### src/rtl/mem_port_arbiter.sv
// Two-requester data-memory port arbiter: the CPU MEM stage has priority, and the
// debug loader is guaranteed one slot after STARVE_MAX consecutive denials.
module mem_port_arbiter #(
  parameter int ADDR_W     = 9,
  parameter int DATA_W     = 32,
  parameter int STARVE_MAX = 4
) (
  input  logic              clk,
  input  logic              reset,
  input  logic              cpu_req,
  input  logic              cpu_we,
  input  logic [ADDR_W-1:0] cpu_addr,
  input  logic [DATA_W-1:0] cpu_wdata,
  input  logic [2:0]        cpu_func3,
  output logic              cpu_stall,
  output logic              cpu_rvalid,
  output logic [DATA_W-1:0] cpu_rdata,
  input  logic              dbg_req,
  input  logic              dbg_we,
  input  logic [ADDR_W-1:0] dbg_addr,
  input  logic [DATA_W-1:0] dbg_wdata,
  input  logic [2:0]        dbg_func3,
  output logic              dbg_gnt,
  output logic              dbg_rvalid,
  output logic [DATA_W-1:0] dbg_rdata,
  output logic              mem_rd,
  output logic              mem_wr,
  output logic [ADDR_W-1:0] mem_addr,
  output logic [DATA_W-1:0] mem_wdata,
  output logic [2:0]        mem_func3,
  input  logic [DATA_W-1:0] mem_rdata
);

  localparam int CNT_W = $clog2(STARVE_MAX) + 1;

  typedef enum logic {
    NORMAL    = 1'b0,
    FORCE_DBG = 1'b1
  } state_t;

  state_t            r_state;
  logic [CNT_W-1:0]  r_starve_cnt;
  logic              r_rd_valid;
  logic              r_rd_owner;  // 1 = debug owns the outstanding read

  logic w_force;
  logic w_cpu_gnt;
  logic w_dbg_gnt;
  logic w_dbg_denied;

  assign w_force      = (r_state == FORCE_DBG);
  assign w_dbg_gnt    = !reset && dbg_req && (w_force || !cpu_req);
  assign w_cpu_gnt    = !reset && cpu_req && !(w_force && dbg_req);
  assign w_dbg_denied = !reset && dbg_req && !w_dbg_gnt;

  assign dbg_gnt    = w_dbg_gnt;
  assign cpu_stall  = !reset && w_force && dbg_req && cpu_req;
  assign cpu_rvalid = r_rd_valid && !r_rd_owner;
  assign dbg_rvalid = r_rd_valid && r_rd_owner;
  assign cpu_rdata  = mem_rdata;
  assign dbg_rdata  = mem_rdata;

  always_comb begin
    mem_rd    = 1'b0;
    mem_wr    = 1'b0;
    mem_addr  = '0;
    mem_wdata = '0;
    mem_func3 = '0;
    if (w_cpu_gnt) begin
      mem_rd    = !cpu_we;
      mem_wr    = cpu_we;
      mem_addr  = cpu_addr;
      mem_wdata = cpu_wdata;
      mem_func3 = cpu_func3;
    end else if (w_dbg_gnt) begin
      mem_rd    = !dbg_we;
      mem_wr    = dbg_we;
      mem_addr  = dbg_addr;
      mem_wdata = dbg_wdata;
      mem_func3 = dbg_func3;
    end
  end

  always_ff @(posedge clk or posedge reset) begin
    if (reset) begin
      r_state      <= NORMAL;
      r_starve_cnt <= '0;
      r_rd_valid   <= 1'b0;
      r_rd_owner   <= 1'b0;
    end else begin
      r_rd_valid <= mem_rd;
      r_rd_owner <= w_dbg_gnt;

      if (w_dbg_denied) begin
        if (r_starve_cnt != CNT_W'(STARVE_MAX))
          r_starve_cnt <= r_starve_cnt + CNT_W'(1);
      end else begin
        r_starve_cnt <= '0;
      end

      // The forced slot lasts exactly one cycle, whether or not debug still wants it.
      case (r_state)
        NORMAL:
          if (w_dbg_denied && r_starve_cnt == CNT_W'(STARVE_MAX - 1))
            r_state <= FORCE_DBG;
        FORCE_DBG: r_state <= NORMAL;
        default:   r_state <= NORMAL;
      endcase
    end
  end

endmodule

### config.mk
export PLATFORM = sky130hd
export DESIGN_NAME = mem_port_arbiter
export DESIGN_NICKNAME = d
export VERILOG_FILES = /design/src/rtl/mem_port_arbiter.sv
export SDC_FILE = /design/constraint.sdc
export NUM_CORES = 1
export LEC_CHECK = 0
export BUFFER_PORTS_ARGS = -buffer_cell sky130_fd_sc_hd__buf_2
export CAP_MARGIN = 20
export CORE_AREA = 8 8 87 89
export CTS_BUF_LIST = sky130_fd_sc_hd__clkbuf_16
export DETAILED_ROUTE_END_ITERATION = 8
export DIE_AREA = 0 0 95 97
export HOLD_SLACK_MARGIN = 0.15
export PLACE_DENSITY = 0.8
export SLEW_MARGIN = 15
export SYNTH_ARGS = -nofsm -noshare
export SYNTH_HDL_FRONTEND = slang
export SYNTH_SLANG_ARGS = --single-unit
### constraint.sdc
create_clock -name clk -period 1.85 [get_ports clk]
set_input_delay 0.2775 -clock clk [delete_from_list [all_inputs] [get_ports clk]]
set_output_delay 0.2775 -clock clk [all_outputs]
set_load 0.02 [all_outputs]
==> impl_metrics.csv <==
group,metric,value,unit
status,status,"complete, no violations",
clocking,htree_num_levels,1,
synth,ys_seq_area_frac,0.1060,
drt,drcViolationCount,0,
sta,fmax,558.1,MHz
floorplan,die_w,95,um
power,powerDensity,487.4,nW/um2
floorplan,core_area,6205,um2
placement,placed_area,1667,um2
drt,drt-total-wl,5.299,mm
synth,syn_nets,283,
clocking,cts_root_buf,"clkbuf_16",
clocking,cts_tree,"built",
clocking,cts_sinks,6,
power,peakVddDrop,0.6461,mV
sta,setup_tns,0,ps
power,p_leak,1.071,nW
synth,ys_warn_count,0,
drt,wl_per_cell,16.98,um
cells_and_area,most-common-layout-cells,"142 x buf_2, 40 x a22o_1, 6 x dfrtp_1",
sta,finalSetupViolCount,0,
global_route,antenna_found_initial,0,
synth,synth_cell_type_count,22,
global_route,grt.overflow.total,0,
drt,final_antenna_net_count,0,
floorplan,dieArea,9215,um2
clocking,cts_buffer_depth,2,
flow_run,maxCapViolCount,0,
placement,placedCellCount,305,
cells_and_area,diodes,0,
setup_path,cp_slowest_cell,"dfrtp_1",
clocking,clock_latency,230,ps
sta,slew_headroom,0.8955,
synth,synth_ff_type,"dfrtp_1",
global_route,grt_pass1_wl,7.645,mm
cells_and_area,final_common_cell,"buf_2",
sta,slew_viol_final,0,
placement,dp_hpwl,4.402,mm
drt,dr.pass1.iters,4,
cells_and_area,fin_nets,366,
global_route,track_usage,0.1007,
floorplan,die_h,97,um
drt,via_count,1375,
sta,rsz0062_at_grt,"false",
synth,synth_async_sr_flop_share,1.000,
synth,synth-edff-count,0,
sta,finClkSkew,1.539,ps
cells_and_area,instances_no_fill,312,
synth,synthCells,154,
placement,place.gp.congestion,0.7954,
cells_and_area,syn_to_final_growth,26.68,%
clocking,clk_pin_slew,30,ps
clocking,cts_buffers,3,
setup_path,crit_arrival,1510,ps
cells_and_area,drive_above_1_share,0.7064,
global_route,grt_max_degree,31,
drt,drt_iter0_drc,43,
sta,layout_min_cycle_time,1792,ps
setup_path,crit_required,1570,ps
setup_path,timing.setup.critical_path_class,"reg -> out",
setup_path,worst-r2r-setup-slack,630,ps
setup_path,cp_slowest_stage_delay,360,ps
placement,io_buffers,143,
worst_hold_path,hold_class,"in -> reg",
setup_path,cp-end-kind,"output port",
setup_path,worstSetupStartpointType,"register",
setup_path,path_cells,"and2b_4 > nor2b_4 > buf_12 > a22o_1 > buf_2",
synth,ys_seq_elements,6,
sta,post-route-period-util,0.9686,
cells_and_area,design_area,1794,um2
setup_path,critical_path.max_fanout,28,
sta,tightest_slew,156.0,ps
sta,hold_violations,0,
drt,via_per_inst,4.407,
floorplan,rows,29,
global_route,grt_pass1_vias,1459,
floorplan,start_util,0.2283,
synth,netlist_area,1416,um2
synth,postSynthAreaPerCell,9.197,um2
floorplan,ios,240,
-- final cells by class --
type	instances	area (um2)
fillers	663	4410
repair buffers	152	843.3
multi-input cells	68	606.8
flip-flops and latches	6	150.1
well taps	77	96.34
clock buffers	3	75.07
inverters	6	22.52
-- cell families (layout without fill, tap and decap cells) --
group	after synthesis	in the layout	share of synthesized area
XOR/XNOR	1	1	0.006185
flip-flops	6	6	0.1060
adder cells (fa/ha/maj)	3	3	0.02650
AND/OR/NAND/NOR	16	16	0.07597
buffers and inverters	80	161	0.4655
AO/OA/AOI/OAI	48	48	0.3198
-- sequential cells by signal (all words and copies together) (netlist names) --
signal / cells
r_starve_cnt: 3
r_rd_owner: 1
r_rd_valid: 1
r_state: 1
-- critical path, delay by kind of cell (launching register included) --
family	cells	cell delay (ps)
flops	1	360
compound gates	1	160
buf+inv	2	360
simple gates	2	390
-- layer usage --
metal,track usage,up-vias,wire [um]
met1,0.1034,607,1832
met2,0.1718,96,2513
met5,0,-,0
li1,-,650,-
met4,0.03245,0,111
met3,0.05023,22,841
-- cells in the mapped netlist (2+ instances only) --
library cell  number  area share
nand2_1            4       0.011
and3_2             2       0.011
a21oi_1            3       0.011
buf_12             5       0.071
inv_1              5       0.013
nand3_1            2      0.0071
buf_4             64        0.34
a22o_4             5       0.062
ha_1               3       0.027
dfrtp_1            6        0.11
a22o_1            40        0.25
buf_6              5       0.040
-- final timing paths --
kind | startpoint | end | cells after the start
worst max-delay path | r_state | mem_wdata[1] | 5
min in group asynchronous | reset | r_starve_cnt[2] | 4
max in group asynchronous | reset | r_starve_cnt[1] | 4
worst max register to register | r_state | r_rd_valid | 4
worst min register to register | r_starve_cnt[2] | r_starve_cnt[1] | 2
worst min-delay path | dbg_we | r_rd_valid | 3
-- where the power goes --
group          internal [W]  total (W)  switching (W)
sequential         0.000135   0.000138     0.00000223
clock              0.000277   0.000344      0.0000671
combinational      0.000193   0.000393       0.000200
-- per-stage QoR --
step                setup slack (ps)    util   power, W  hold WS [ps]
detailed placement             213.9  0.2686  0.0005224         277.2
global placement               255.4  0.2686  0.0005188         274.0
CTS                            1.483  0.2823  0.0008746         413.7
floorplan                      386.4       -  0.0005573         40.14
finish                         58.16  0.2892  0.0008745         419.9
global route                   4.289  0.2892  0.0009246         450.7
-- timing repair --
item	4_1_cts	5_1_grt
hold buffers	1	0
setup buffers	0	2
gates resized for setup	0	1
setup endpoints to repair	0	32
endpoints found under the hold margin	6	0
No activity file was read; power rests on OpenSTA's default activity.
